<file path="config.mk">
export PLATFORM = sky130hd
export DESIGN_NAME = dcs_out_requant
export DESIGN_NICKNAME = d
export VERILOG_FILES = /design/src/rtl/dcs_pkg.sv /design/src/rtl/dcs_round_sat.sv /design/src/rtl/dcs_out_requant.sv
export SDC_FILE = /design/constraint.sdc
export NUM_CORES = 1
export LEC_CHECK = 0
export CELL_PAD_IN_SITES_DETAIL_PLACEMENT = 1
export CELL_PAD_IN_SITES_GLOBAL_PLACEMENT = 1
export CORE_AREA = 2 2 290 292
export DETAILED_ROUTE_END_ITERATION = 6
export DIE_AREA = 0 0 292 294
export PLACE_DENSITY_LB_ADDON = 0.1
export SETUP_SLACK_MARGIN = 0.5
export SLEW_MARGIN = 20
export SYNTH_ARGS = -nofsm -noshare
export SYNTH_HDL_FRONTEND = slang
export SYNTH_SLANG_ARGS = --single-unit
</file>
<file path="constraint.sdc">
create_clock -name clk -period 9.3 [get_ports clk]
set_clock_uncertainty 0.2 [all_clocks]
set_input_delay 1.86 -clock clk [delete_from_list [all_inputs] [get_ports clk]]
set_output_delay 1.86 -clock clk [all_outputs]
set_load 0.05 [all_outputs]
</file>
<file path="src/rtl/dcs_pkg.sv">
// rtl/dcs_pkg.sv - shared constants, read-FSM states and msb priority encoder
// Purpose : common definitions for the DCS output requantizer and the core.
// Ports   : none (package).
package dcs_pkg;

    localparam int N_WORDS = 8;   // words per burst, power of 2
    localparam int IN_W    = 32;  // input word width
    localparam int OUT_W   = 8;   // output byte width
    localparam int SHIFT_W = 5;   // width of the shared shift amount
    localparam int IDX_W   = $clog2(N_WORDS);

    typedef enum logic [1:0] {
        IDLE,
        CALC,
        DRAIN
    } rd_state_t;

    // Index of the highest set bit; 0 for a zero input.
    function automatic logic [SHIFT_W-1:0] msb_index(input logic [IN_W-1:0] v);
        logic [SHIFT_W-1:0] idx;
        idx = '0;
        for (int i = 0; i < IN_W; i++) begin
            if (v[i]) begin
                idx = SHIFT_W'(i);
            end
        end
        return idx;
    endfunction

endpackage

</file>
<file path="src/rtl/dcs_round_sat.sv">
// rtl/dcs_round_sat.sv - combinational round-half-up right shift with saturation
// Purpose : q = (word + half) >> shift at IN_W+1 bits, clamped to 2^OUT_W-1.
// Ports   : word_i  - unsigned input word
//           shift_i - right-shift amount
//           byte_o  - rounded, saturated result
module dcs_round_sat
    import dcs_pkg::*;
(
    input  logic [IN_W-1:0]    word_i,
    input  logic [SHIFT_W-1:0] shift_i,
    output logic [OUT_W-1:0]   byte_o
);

    logic [IN_W:0] half;
    logic [IN_W:0] sum;
    logic [IN_W:0] q;

    // The extra top bit keeps the rounding carry of an all-ones word.
    always_comb begin
        half = '0;
        if (shift_i != '0) begin
            half = (IN_W+1)'(1) << (shift_i - SHIFT_W'(1));
        end
        sum    = {1'b0, word_i} + half;
        q      = sum >> shift_i;
        byte_o = (|q[IN_W:OUT_W]) ? '1 : q[OUT_W-1:0];
    end

endmodule

</file>
<file path="src/rtl/dcs_out_requant.sv">
// rtl/dcs_out_requant.sv - double-buffered burst collector and 8-bit requantizer
// Purpose : collects N_WORDS-word bursts from the core, finds each burst
//           maximum and emits the burst as rounded/saturated bytes sharing
//           one right shift.
// Ports   : clk, rst_n         - clock, async active-low reset
//           in_valid, in_data  - core result words (no backpressure)
//           out_valid/ready    - output byte handshake
//           out_data           - requantized byte
//           out_shift          - shift applied to the current burst
//           out_last           - last byte of a burst
//           overflow           - sticky, a burst was dropped
module dcs_out_requant
    import dcs_pkg::*;
(
    input  logic               clk,
    input  logic               rst_n,
    input  logic               in_valid,
    input  logic [IN_W-1:0]    in_data,
    output logic               out_valid,
    input  logic               out_ready,
    output logic [OUT_W-1:0]   out_data,
    output logic [SHIFT_W-1:0] out_shift,
    output logic               out_last,
    output logic               overflow
);

    // ------------------------------------------------------------------
    // Storage and write side
    // ------------------------------------------------------------------
    logic [IN_W-1:0]  bank_q [2][N_WORDS];
    logic [IN_W-1:0]  max_q  [2];
    logic [1:0]       full_q;
    logic [1:0]       full_d;
    logic             wr_sel_q;
    logic [IDX_W-1:0] wcnt_q;
    logic             drop_q;
    logic             overflow_q;

    logic             wr_last;
    logic             wr_bank_busy;
    logic             drop_start;
    logic             dropping;
    logic             wr_en;

    // Read side state, declared here because the write side looks at rd_free.
    rd_state_t        state_q;
    logic             rd_sel_q;
    logic [IDX_W-1:0] idx_q;
    logic [SHIFT_W-1:0] shift_q;
    logic             out_valid_q;
    logic [OUT_W-1:0] out_data_q;
    logic             out_last_q;

    logic             hs;
    logic             idx_last;
    logic             rd_free;
    logic [IDX_W-1:0] idx_nxt;
    logic [SHIFT_W-1:0] msb;
    logic [SHIFT_W-1:0] calc_shift;
    logic [IN_W-1:0]  rs_word;
    logic [SHIFT_W-1:0] rs_shift;
    logic [OUT_W-1:0] rs_byte;

    assign wr_last = (wcnt_q == IDX_W'(N_WORDS - 1));

    // A bank being released on this edge counts as free for a new burst.
    assign wr_bank_busy = full_q[wr_sel_q] & ~(rd_free & (rd_sel_q == wr_sel_q));
    assign drop_start   = in_valid & (wcnt_q == '0) & wr_bank_busy;
    assign dropping     = drop_q | drop_start;
    assign wr_en        = in_valid & ~dropping;

    always_comb begin
        full_d = full_q;
        if (rd_free) begin
            full_d[rd_sel_q] = 1'b0;
        end
        if (wr_en && wr_last) begin
            full_d[wr_sel_q] = 1'b1;
        end
    end

    // Payload storage needs no reset: the full flags gate every read.
    always_ff @(posedge clk) begin
        if (wr_en) begin
            bank_q[wr_sel_q][wcnt_q] <= in_data;
        end
    end

    always_ff @(posedge clk or negedge rst_n) begin
        if (!rst_n) begin
            full_q     <= '0;
            wr_sel_q   <= 1'b0;
            wcnt_q     <= '0;
            drop_q     <= 1'b0;
            overflow_q <= 1'b0;
            for (int b = 0; b < 2; b++) begin
                max_q[b] <= '0;
            end
        end else begin
            full_q <= full_d;
            if (in_valid) begin
                // The word counter also runs through a dropped burst so the
                // next burst starts aligned.
                wcnt_q <= wcnt_q + IDX_W'(1);
                if (wr_last) begin
                    drop_q <= 1'b0;
                end else if (drop_start) begin
                    drop_q <= 1'b1;
                end
                if (wr_en && wr_last) begin
                    wr_sel_q <= ~wr_sel_q;
                end
            end
            if (drop_start) begin
                overflow_q <= 1'b1;
            end
            if (wr_en) begin
                if (wcnt_q == '0) begin
                    max_q[wr_sel_q] <= in_data;
                end else if (in_data > max_q[wr_sel_q]) begin
                    max_q[wr_sel_q] <= in_data;
                end
            end
        end
    end

    // ------------------------------------------------------------------
    // Read side
    // ------------------------------------------------------------------
    assign hs       = out_valid_q & out_ready;
    assign idx_last = (idx_q == IDX_W'(N_WORDS - 1));
    assign rd_free  = (state_q == DRAIN) & hs & idx_last;
    assign idx_nxt  = idx_q + IDX_W'(1);

    assign msb        = msb_index(max_q[rd_sel_q]);
    assign calc_shift = (msb > SHIFT_W'(OUT_W - 1)) ? (msb - SHIFT_W'(OUT_W - 1)) : '0;

    // CALC preloads byte 0 with the freshly computed shift; DRAIN prefetches
    // the byte after the one currently presented.
    assign rs_word  = bank_q[rd_sel_q][(state_q == CALC) ? '0 : idx_nxt];
    assign rs_shift = (state_q == CALC) ? calc_shift : shift_q;

    dcs_round_sat u_round_sat (
        .word_i  (rs_word),
        .shift_i (rs_shift),
        .byte_o  (rs_byte)
    );

    always_ff @(posedge clk or negedge rst_n) begin
        if (!rst_n) begin
            state_q     <= IDLE;
            rd_sel_q    <= 1'b0;
            idx_q       <= '0;
            shift_q     <= '0;
            out_valid_q <= 1'b0;
            out_data_q  <= '0;
            out_last_q  <= 1'b0;
        end else begin
            case (state_q)
                IDLE: begin
                    if (full_q[rd_sel_q]) begin
                        state_q <= CALC;
                    end
                end
                CALC: begin
                    shift_q     <= calc_shift;
                    idx_q       <= '0;
                    out_data_q  <= rs_byte;
                    out_last_q  <= (N_WORDS == 1);
                    out_valid_q <= 1'b1;
                    state_q     <= DRAIN;
                end
                DRAIN: begin
                    if (hs) begin
                        if (idx_last) begin
                            out_valid_q <= 1'b0;
                            out_last_q  <= 1'b0;
                            rd_sel_q    <= ~rd_sel_q;
                            state_q     <= full_q[~rd_sel_q] ? CALC : IDLE;
                        end else begin
                            idx_q      <= idx_nxt;
                            out_data_q <= rs_byte;
                            out_last_q <= (idx_nxt == IDX_W'(N_WORDS - 1));
                        end
                    end
                end
                default: begin
                    state_q <= IDLE;
                end
            endcase
        end
    end

    assign out_valid = out_valid_q;
    assign out_data  = out_data_q;
    assign out_shift = shift_q;
    assign out_last  = out_last_q;
    assign overflow  = overflow_q;

endmodule

</file>
==> results of run 1 <==
==> layout make-up <==
type	count	area, µm²
fillers	8322	49760
clock buffers	88	1883
clock inverters	41	369.1
inverters	25	96.34
flip-flops and latches	605	17710
well taps	1080	1351
multi-input cells	1221	10700
repair buffers	112	1027
==> layer usage <==
layer  vias up  GRT usage
met4         0    0.05582
met1      9476     0.2725
met2       285     0.3470
met3       117    0.03119
met5         -          0
li1       8006          -
==> power by group through the flow <==
stage          Sequential [µW]  Combinational, µW  Clock, µW
6_report                  3540               1400       2710
5_1_grt                   3580               1550       2880
4_1_cts                   3540               1420       2790
3_5_place_dp              3590               1410          0
3_3_place_gp              3580               1390          0
2_1_floorplan             3510                920          0
==> cells by family (layout without fill, tap and decap cells) <==
logic type / Yosys count / in the layout / share of synthesized area
flip-flops: 605 / 605 / 0.6158
AND/OR/NAND/NOR: 439 / 439 / 0.07425
AO/OA/AOI/OAI: 407 / 407 / 0.09723
multiplexers: 272 / 272 / 0.1537
buffers and inverters: 128 / 266 / 0.01819
adder cells (fa/ha/maj): 72 / 72 / 0.03160
XOR/XNOR: 30 / 30 / 0.009140
other: 1 / 1 / 0.0001304
==> placed cells by master, fill, tap and decap left out, types with 49 or more instances in the layout <==
master	instances
sky130_fd_sc_hd__edfxtp_1	512
sky130_fd_sc_hd__nand2_1	139
sky130_fd_sc_hd__mux4_2	128
sky130_fd_sc_hd__dfrtp_1	91
sky130_fd_sc_hd__a21oi_1	76
sky130_fd_sc_hd__clkbuf_16	73
sky130_fd_sc_hd__mux2i_1	72
sky130_fd_sc_hd__nor2_1	72
sky130_fd_sc_hd__ha_1	71
sky130_fd_sc_hd__mux2_2	69
sky130_fd_sc_hd__a211oi_1	61
sky130_fd_sc_hd__o21ai_0	59
sky130_fd_sc_hd__buf_4	57
sky130_fd_sc_hd__clkdlybuf4s50_1	50
sky130_fd_sc_hd__nor3_1	49
==> timing repair <==
item | 4_1_cts | 5_1_grt
buffers inserted | 0 | 4
hold buffers | 0 | 0
setup endpoints to repair | 8 | 8
resized for setup | 2 | 7
hold endpoints to repair | 0 | 0
pin swaps | 0 | 3
==> critical path, cell delays in order (launching register included) <==
cell and delay, ns:
sky130_fd_sc_hd__dfrtp_4 0.61, sky130_fd_sc_hd__buf_16 0.22, sky130_fd_sc_hd__or4_1 0.57, sky130_fd_sc_hd__a222oi_1 0.30, sky130_fd_sc_hd__buf_4 0.20, sky130_fd_sc_hd__or3b_1 0.39
sky130_fd_sc_hd__or2_1 0.26, sky130_fd_sc_hd__and2_4 0.20, sky130_fd_sc_hd__a21oi_4 0.29, sky130_fd_sc_hd__buf_4 0.32, sky130_fd_sc_hd__inv_4 0.24, sky130_fd_sc_hd__nand2_2 0.31
sky130_fd_sc_hd__nor2_1 0.09, sky130_fd_sc_hd__ha_1 0.23, sky130_fd_sc_hd__fa_1 0.43, sky130_fd_sc_hd__a211oi_1 0.35, sky130_fd_sc_hd__o21a_1 0.23, sky130_fd_sc_hd__o21a_1 0.30
sky130_fd_sc_hd__o31a_1 0.32, sky130_fd_sc_hd__a21oi_1 0.15, sky130_fd_sc_hd__a41o_1 0.31, sky130_fd_sc_hd__mux2i_2 0.31, sky130_fd_sc_hd__mux2i_1 0.15, sky130_fd_sc_hd__a2111oi_2 0.47
sky130_fd_sc_hd__o211ai_1 0.16, sky130_fd_sc_hd__buf_4 0.19, sky130_fd_sc_hd__o32ai_1 0.31, sky130_fd_sc_hd__a31oi_1 0.07
==> through the flow <==
| step | instances | setup WS, ns |
|---|---|---|
| 5_1_grt | 3172 | 0.5374 |
| 6_report | 3172 | 0.9397 |
| 3_3_place_gp | 3039 | 0.05608 |
| 4_1_cts | 3168 | 0.5407 |
| 3_5_place_dp | 3039 | 0.1732 |
| 2_1_floorplan | 1954 | 1.413 |
==> worst paths after layout <==
kind / from / endpoint / slack (ns) / cells past startpoint
worst min-delay path: overflow / overflow / 0.29 / 1
worst max-delay path: rd_sel_q / out_data[3] / 0.94 / 27
min in group asynchronous: rst_n / out_data[5] / 1.01 / 1
max in group asynchronous: rst_n / rd_sel_q / 6.60 / 2
worst min register to register: overflow / overflow / 0.29 / 1
worst max register to register: rd_sel_q / out_data[3] / 0.94 / 27
==> state kept, by name (all words and copies together) (netlist names) <==
signal	cells
wcnt_q	3
idx_q	3
max_q	64
overflow	1
out_data	8
out_shift	5
out_valid	1
drop_q	1
out_last	1
wr_sel_q	1
bank_q	512
full_q	2
rd_sel_q	1
state_q	2
==> report_table.html, run 1 <==
<table>
<tr><th>Metric</th><th>Value</th></tr>
<tr><th colspan="2">Setup path</th></tr>
<tr><td>Launching element type of the critical path</td><td>flip-flop</td></tr>
<tr><td>Worst Setup Path Type</td><td>flip-flop to flip-flop</td></tr>
<tr><td>Crit path arrival time</td><td>8.64 ns</td></tr>
<tr><td>Biggest fanout along the worst timing path</td><td>37</td></tr>
<tr><td>Required time of the critical path</td><td>9.58 ns</td></tr>
<tr><td>Type of element capturing the critical path</td><td>flip-flop</td></tr>
<tr><th colspan="2">Power</th></tr>
<tr><td>Post-route total power</td><td>7655 µW</td></tr>
<tr><td>Gate power share</td><td>0.183</td></tr>
<tr><td>Clock group share of total power</td><td>0.354</td></tr>
<tr><td>Pwr per Cell Area</td><td>231.0 nW/µm²</td></tr>
<tr><td>VDD IR-drop max</td><td>0.1598 mV</td></tr>
<tr><td>Flop pwr share</td><td>0.462</td></tr>
<tr><td>Switching part of the total</td><td>0.2888</td></tr>
<tr><td>Pleak</td><td>0.01122 µW</td></tr>
<tr><td>Internal Dissipation</td><td>5444 µW</td></tr>
<tr><td>Switching power total</td><td>2211 µW</td></tr>
<tr><th colspan="2">Synthesis</th></tr>
<tr><td>Post-Syn Nets</td><td>2062</td></tr>
<tr><td>Cell variety after synth</td><td>88</td></tr>
<tr><td>Post-synthesis cell type with the largest combined area</td><td>sky130_fd_sc_hd__edfxtp_1</td></tr>
<tr><td>Synth warnings</td><td>0</td></tr>
<tr><td>Syn_area_per_cell</td><td>14.71 µm²</td></tr>
<tr><td>Cell count after synthesis</td><td>1954</td></tr>
<tr><td>Synth cell count leaders</td><td>sky130_fd_sc_hd__edfxtp_1, sky130_fd_sc_hd__nand2_1, sky130_fd_sc_hd__mux4_2, sky130_fd_sc_hd__dfrtp_1, sky130_fd_sc_hd__nor2_1</td></tr>
<tr><td>#FFs+latches synth</td><td>605</td></tr>
<tr><td>Fraction of registers with async set/reset</td><td>0.1537</td></tr>
<tr><td>Post-synthesis cell area</td><td>28750 µm²</td></tr>
<tr><td>Area share of the largest cell type after synthesis</td><td>0.5348</td></tr>
<tr><td>Number of flops mapped to enable cells by yosys</td><td>512</td></tr>
<tr><td>Area contributors post-synth</td><td>sky130_fd_sc_hd__edfxtp_1, sky130_fd_sc_hd__mux4_2, sky130_fd_sc_hd__dfrtp_1, sky130_fd_sc_hd__ha_1, sky130_fd_sc_hd__mux2_2</td></tr>
<tr><td>Most numerous cell in the Yosys netlist</td><td>sky130_fd_sc_hd__edfxtp_1</td></tr>
<tr><td>Fraction of the yosys area taken by sequential cells</td><td>0.6158</td></tr>
<tr><td>Post-synth top flop</td><td>sky130_fd_sc_hd__edfxtp_1</td></tr>
<tr><th colspan="2">STA</th></tr>
<tr><td>Number of setup violations in the final report</td><td>0</td></tr>
<tr><td>Unrepaired setup endpoints after global routing</td><td>no</td></tr>
<tr><td>Final sum of negative setup slack</td><td>0 ns</td></tr>
<tr><td>Max Clk Rate</td><td>119.6 MHz</td></tr>
<tr><td>Pins over their slew limit</td><td>0</td></tr>
<tr><td>Headroom to the max-slew limit</td><td>0.3253</td></tr>
<tr><td>Transition time at the pin with the least slew margin</td><td>1.007 ns</td></tr>
<tr><td>Final critical-path share of the clock period</td><td>0.8990</td></tr>
<tr><td>Post-layout min period</td><td>8.360 ns</td></tr>
<tr><td>Hold Vio Cnt, Final</td><td>0</td></tr>
<tr><td>Min Hold Slack</td><td>0.2926 ns</td></tr>
<tr><th colspan="2">Routing</th></tr>
<tr><td>Final ANT Viol Nets</td><td>0</td></tr>
<tr><td>Total length of routed wires</td><td>86.95 mm</td></tr>
<tr><td>Number of design-rule violations left by the first detailed-router iteration</td><td>1224</td></tr>
<tr><td>Drt drc</td><td>0</td></tr>
<tr><td>Top metal layer carrying routed signals</td><td>met4</td></tr>
<tr><td>Met3 wire length</td><td>3.087 mm</td></tr>
<tr><td>Total routed wire length on the met1 layer</td><td>38.84 mm</td></tr>
<tr><td>WL per Instance</td><td>27.41 µm</td></tr>
<tr><td>Per-cell via count in the routed design</td><td>5.638</td></tr>
<tr><td>Iteration count of the initial detailed-routing pass</td><td>5</td></tr>
<tr><td>Detailed-route via count</td><td>17880</td></tr>
<tr><td>Met2 wire len</td><td>42.88 mm</td></tr>
<tr><th colspan="2">Layout</th></tr>
<tr><td>Layout cells sized above 1</td><td>0.2017</td></tr>
<tr><td>Signed area change from the synthesized netlist to the final layout</td><td>15.25%</td></tr>
<tr><td>Post-route cell area</td><td>33130 µm²</td></tr>
<tr><td>Count of inserted antenna diode cells</td><td>0</td></tr>
<tr><td>Final net count</td><td>2145</td></tr>
<tr><td>Core utilization of the finished layout</td><td>0.3997</td></tr>
<tr><th colspan="2">CTS</th></tr>
<tr><td>TritonCTS clock tree</td><td>yes</td></tr>
<tr><td>Insertion delay of the later-clocked pin in the worst-skew pair</td><td>0.62 ns</td></tr>
<tr><td>Number of buffers added by the clock tree synthesis step</td><td>72</td></tr>
<tr><td>Register clock-pin slew on the reported worst setup and hold paths</td><td>0.06 ns</td></tr>
<tr><td>Clock tree sinks</td><td>605</td></tr>
<tr><td>Buffers from clock root to sink, at most</td><td>3</td></tr>
<tr><td>CTS HTree Levels</td><td>3</td></tr>
<tr><td>Cell at the root of the clock tree</td><td>sky130_fd_sc_hd__clkbuf_16</td></tr>
<tr><th colspan="2">Placement</th></tr>
<tr><td>Count of input and output buffers</td><td>51</td></tr>
<tr><td>GP Congestion</td><td>0.8597</td></tr>
<tr><td>Cell area after placement</td><td>30790 µm²</td></tr>
<tr><td>Detailed-placement wirelength estimate</td><td>54.76 mm</td></tr>
<tr><th colspan="2">Global routing</th></tr>
<tr><td>Aggregate global routing overflow</td><td>0</td></tr>
<tr><td>Maximum number of pins on one net before global-route repair</td><td>80</td></tr>
<tr><td>Vias in the first global route</td><td>19240</td></tr>
<tr><td>First-pass GRT wire length</td><td>129.4 mm</td></tr>
<tr><td>Antenna violations before repair</td><td>2</td></tr>
<tr><td>Total GRT Usage</td><td>0.2043</td></tr>
<tr><th colspan="2">Floorplan</th></tr>
<tr><td>Floorplan core area</td><td>82890 µm²</td></tr>
<tr><td>Effective utilization at floorplan</td><td>0.3468</td></tr>
<tr><td>Die height</td><td>294 µm</td></tr>
<tr><td>Count of pins on the block boundary</td><td>52</td></tr>
<tr><td>Cell Rows</td><td>106</td></tr>
<tr><td>Horiz. Die Dim</td><td>292 µm</td></tr>
<tr><td>Die area</td><td>85850 µm²</td></tr>
<tr><th colspan="2">Run status</th></tr>
<tr><td>Result of the run</td><td>finished clean</td></tr>
<tr><th colspan="2">Run</th></tr>
<tr><td>Max-cap violations</td><td>0</td></tr>
<tr><th colspan="2">Worst hold path</th></tr>
<tr><td>Path class of the lowest-slack min-delay path</td><td>flip-flop to flip-flop</td></tr>
</table>
Power figures use the tool's default switching activity.
==> run 2: changes to the inputs <==
Settings changed: DONT_BUFFER_PORTS from default to 1.
==> run 2 against run 1 <==
Register-to-register slack gained 0.11 ns. Sequential cell count did not move. Wire length shrank 0.79%. Fmax is 1.3% higher. Clock power grew 1%. Non-clock buffer count decreased by 68. Power down 0.50%. Setup slack improved by 0.11 ns. Sequential share of layout area up 0.94 points. Core utilization is 0.69 points lower. Via count down 1.5%. First-iteration DRC count is 11% lower.
==> report_table.html, run 2 (synthesis results as in run 1) <==
<table>
<tr><th>Metric</th><th>Value</th></tr>
<tr><th colspan="2">Layout</th></tr>
<tr><td>Final net count</td><td>2075 (-3.3%)</td></tr>
<tr><td>Flip-flop count of the largest register, all copies and words added</td><td>512 (unchanged)</td></tr>
<tr><td>Post-route cell area</td><td>32560 µm² (-1.7%)</td></tr>
<tr><td>Top reg by flops</td><td>bank_q</td></tr>
<tr><td>Count of inserted antenna diode cells</td><td>0 (unchanged)</td></tr>
<tr><td>Layout fillers</td><td>8300 (-0.26%)</td></tr>
<tr><td>Highest-count cells in the layout ignoring fill and taps</td><td>sky130_fd_sc_hd__edfxtp_1, sky130_fd_sc_hd__nand2_1, sky130_fd_sc_hd__mux4_2</td></tr>
<tr><td>Signed area change from the synthesized netlist to the final layout</td><td>13.26%</td></tr>
<tr><td>Layout cells sized above 1</td><td>0.1993 (-0.002413)</td></tr>
<tr><td>Commonest non-fill, non-tap cell in the layout</td><td>sky130_fd_sc_hd__edfxtp_1</td></tr>
<tr><th colspan="2">CTS</th></tr>
<tr><td>Cell at the root of the clock tree</td><td>sky130_fd_sc_hd__clkbuf_16</td></tr>
<tr><td>Insertion delay of the later-clocked pin in the worst-skew pair</td><td>0.61 ns (about the same)</td></tr>
<tr><td>Register clock-pin slew on the reported worst setup and hold paths</td><td>0.06 ns (about the same)</td></tr>
<tr><td>Buffers from clock root to sink, at most</td><td>3 (unchanged)</td></tr>
<tr><td>CTS HTree Levels</td><td>3 (unchanged)</td></tr>
<tr><td>CTS Hold Bufs</td><td>0 (unchanged)</td></tr>
<tr><td>TritonCTS clock tree</td><td>yes</td></tr>
<tr><td>Number of buffers added by the clock tree synthesis step</td><td>70 (-2.8%)</td></tr>
<tr><td>Clock tree sinks</td><td>605 (unchanged)</td></tr>
<tr><th colspan="2">Setup path</th></tr>
<tr><td>Crit path arrival time</td><td>8.53 ns (-0.11 ns)</td></tr>
<tr><td>Worst r2r src</td><td>rd_sel_q</td></tr>
<tr><td>Worst Setup Path Type</td><td>flip-flop to flip-flop</td></tr>
<tr><td>Biggest fanout along the worst timing path</td><td>37 (unchanged)</td></tr>
<tr><td>Type of element capturing the critical path</td><td>flip-flop</td></tr>
<tr><td>Launching element type of the critical path</td><td>flip-flop</td></tr>
<tr><td>Origin of the worst setup path</td><td>rd_sel_q</td></tr>
<tr><td>Required time of the critical path</td><td>9.58 ns (about the same)</td></tr>
<tr><th colspan="2">STA</th></tr>
<tr><td>Max Clk Rate</td><td>121.2 MHz (+1.3%)</td></tr>
<tr><td>Transition time at the pin with the least slew margin</td><td>1.040 ns (+0.03298 ns)</td></tr>
<tr><td>Post-layout min period</td><td>8.251 ns (-0.1094 ns)</td></tr>
<tr><td>Final critical-path share of the clock period</td><td>0.8872 (-0.01176)</td></tr>
<tr><td>Final sum of negative setup slack</td><td>0 ns (unchanged)</td></tr>
<tr><td>Number of setup violations in the final report</td><td>0 (unchanged)</td></tr>
<tr><td>Pins over their slew limit</td><td>0 (unchanged)</td></tr>
<tr><td>Hold Vio Cnt, Final</td><td>0 (unchanged)</td></tr>
<tr><td>Headroom to the max-slew limit</td><td>0.3032 (-0.02209)</td></tr>
<tr><td>Unrepaired setup endpoints after global routing</td><td>no</td></tr>
<tr><th colspan="2">Routing</th></tr>
<tr><td>Total length of routed wires</td><td>86.27 mm (-0.79%)</td></tr>
<tr><td>Final ANT Viol Nets</td><td>0 (unchanged)</td></tr>
<tr><td>Detailed-route via count</td><td>17610 (-1.5%)</td></tr>
<tr><td>Number of design-rule violations left by the first detailed-router iteration</td><td>1090 (-11%)</td></tr>
<tr><td>Per-cell via count in the routed design</td><td>5.676 (+0.67%)</td></tr>
<tr><td>Iteration count of the initial detailed-routing pass</td><td>6 (+1)</td></tr>
<tr><td>WL per Instance</td><td>27.81 µm (+1.4%)</td></tr>
<tr><td>Drt drc</td><td>0 (unchanged)</td></tr>
<tr><th colspan="2">Floorplan</th></tr>
<tr><td>Die height</td><td>294 µm (unchanged)</td></tr>
<tr><td>Floorplan core area</td><td>82890 µm² (unchanged)</td></tr>
<tr><td>Effective utilization at floorplan</td><td>0.3468 (unchanged)</td></tr>
<tr><td>Count of pins on the block boundary</td><td>52 (unchanged)</td></tr>
<tr><td>Horiz. Die Dim</td><td>292 µm (unchanged)</td></tr>
<tr><td>Cell Rows</td><td>106 (unchanged)</td></tr>
<tr><td>Die area</td><td>85850 µm² (unchanged)</td></tr>
<tr><th colspan="2">Run</th></tr>
<tr><td>Max-cap violations</td><td>0 (unchanged)</td></tr>
<tr><th colspan="2">Power</th></tr>
<tr><td>VDD IR-drop max</td><td>0.1676 mV (+4.9%)</td></tr>
<tr><td>Pleak</td><td>0.01094 µW (-2.5%)</td></tr>
<tr><td>Pwr per Cell Area</td><td>233.9 nW/µm² (+1.3%)</td></tr>
<tr><th colspan="2">Placement</th></tr>
<tr><td>Detailed-placement wirelength estimate</td><td>54.53 mm (-0.44%)</td></tr>
<tr><td>Cell area after placement</td><td>30140 µm² (-2.1%)</td></tr>
<tr><td>GP Congestion</td><td>0.8297 (-3.5%)</td></tr>
<tr><td>Count of input and output buffers</td><td>0 (-100%)</td></tr>
<tr><th colspan="2">Global routing</th></tr>
<tr><td>First-pass GRT wire length</td><td>129.3 mm (about the same)</td></tr>
<tr><td>Total GRT Usage</td><td>0.2044 (about the same)</td></tr>
<tr><td>Aggregate global routing overflow</td><td>0 (unchanged)</td></tr>
<tr><td>Vias in the first global route</td><td>19020 (-1.1%)</td></tr>
<tr><td>Antenna violations before repair</td><td>5 (+3)</td></tr>
<tr><td>Maximum number of pins on one net before global-route repair</td><td>94 (+18%)</td></tr>
<tr><th colspan="2">Worst hold path</th></tr>
<tr><td>Path class of the lowest-slack min-delay path</td><td>flip-flop to flip-flop</td></tr>
<tr><td>Hold path startpoint</td><td>max_q[32]</td></tr>
<tr><th colspan="2">Run status</th></tr>
<tr><td>Result of the run</td><td>finished clean</td></tr>
</table>
[run 2: changes by cell type in the layout (fill, tap and decap cells not counted), moves of 2 or more]
| cell | delta |
|---|---|
| sky130_fd_sc_hd__bufinv_16 | +4 |
| sky130_fd_sc_hd__clkinv_2 | -6 |
| sky130_fd_sc_hd__inv_16 | +2 |
| sky130_fd_sc_hd__clkbuf_16 | -3 |
| sky130_fd_sc_hd__buf_4 | -18 |
| sky130_fd_sc_hd__clkinv_8 | -2 |
| sky130_fd_sc_hd__inv_1 | -2 |
| sky130_fd_sc_hd__clkinv_1 | +6 |
| sky130_fd_sc_hd__clkbuf_8 | +2 |
| sky130_fd_sc_hd__clkdlybuf4s50_1 | -50 |
| sky130_fd_sc_hd__clkinvlp_4 | -2 |
[run 2: power by group]
group          leakage (µW)  switching, µW  internal (µW)  total [µW]
Combinational       0.00412            757            563        1320
Sequential          0.00571            252           3300        3550
Clock               0.00112           1120           1630        2750
Total                0.0109           2120           5490        7620
[run 2: path summary, 6_finish.rpt]
check	endpoint	slack, ns	cells past startpoint
min in group asynchronous	out_data[3]	0.74	0
max	out_data[5]	1.05	25
max reg2reg	out_data[5]	1.05	25
max in group asynchronous	max_q[56]	7.95	0
min reg2reg	max_q[32]	0.30	1
min	max_q[32]	0.30	1
[run 2: repair_timing]
action	4_1_cts	5_1_grt
endpoints found under the setup margin	8	8
cloned	0	0
resized for setup	2	14
pin swaps	0	3
buffers inserted	1	4
[run 2: final cells by class]
type	count	area [µm²]	area share
Sequential cell	605	17710	0.5438
Timing Repair Buffer	44	391.6	0.01203
Inverter	25	100.1	0.003074
Multi-Input combinational cell	1221	10720	0.3292
Clock inverter	41	457.9	0.01407
Tap cell	1080	1351	0.04150
Clock buffer	86	1832	0.05626
[run 2: worst max-delay path, stage by stage, from the launching register on]
cell and delay (ns):
sky130_fd_sc_hd__dfrtp_4 0.62, sky130_fd_sc_hd__buf_16 0.23, sky130_fd_sc_hd__or4_1 0.57, sky130_fd_sc_hd__a222oi_1 0.31, sky130_fd_sc_hd__buf_4 0.20, sky130_fd_sc_hd__or3b_1 0.39
sky130_fd_sc_hd__or2_1 0.27, sky130_fd_sc_hd__and2_4 0.21, sky130_fd_sc_hd__a21oi_4 0.39, sky130_fd_sc_hd__inv_4 0.29, sky130_fd_sc_hd__nand2_1 0.34, sky130_fd_sc_hd__nor2_1 0.12
sky130_fd_sc_hd__ha_1 0.45, sky130_fd_sc_hd__o211ai_1 0.24, sky130_fd_sc_hd__or4b_2 0.72, sky130_fd_sc_hd__nor3_1 0.23, sky130_fd_sc_hd__a221oi_2 0.15, sky130_fd_sc_hd__o21bai_1 0.19
sky130_fd_sc_hd__xor2_1 0.13, sky130_fd_sc_hd__o21ai_0 0.29, sky130_fd_sc_hd__mux2i_1 0.28, sky130_fd_sc_hd__a2111oi_2 0.54, sky130_fd_sc_hd__o21ai_2 0.14, sky130_fd_sc_hd__a2111oi_4 0.28
sky130_fd_sc_hd__buf_4 0.21, sky130_fd_sc_hd__a31oi_1 0.10
[run 2: metal layers]
layer  part of all wire  GRT usage  up-vias
met2               0.49     0.3447      302
li1                   -          -     7855
met1               0.45     0.2762     9334
met5            0.00012          0        -
met4              0.021    0.05394        2
met3              0.038    0.03044      114
[run 2: stage by stage]
step	power, µW	setup slack, ns	hold WS (ns)	instances	utilization
3_3_place_gp	4889	0.5333	0.2856	2970	0.3637
2_1_floorplan	4426	1.413	0.2750	1954	-
4_1_cts	7701	0.5597	0.3051	3098	0.3918
5_1_grt	7984	0.5266	0.3349	3102	0.3928
6_report	7616	1.049	0.3031	3102	0.3928
3_5_place_dp	4919	0.1974	0.2927	2970	0.3637
==> run 3: changes to the inputs <==
Settings changed: DONT_BUFFER_PORTS 1 to default.
==> results of run 3 <==
No change in the layout: final DEF, timing and power equal those of run 1.
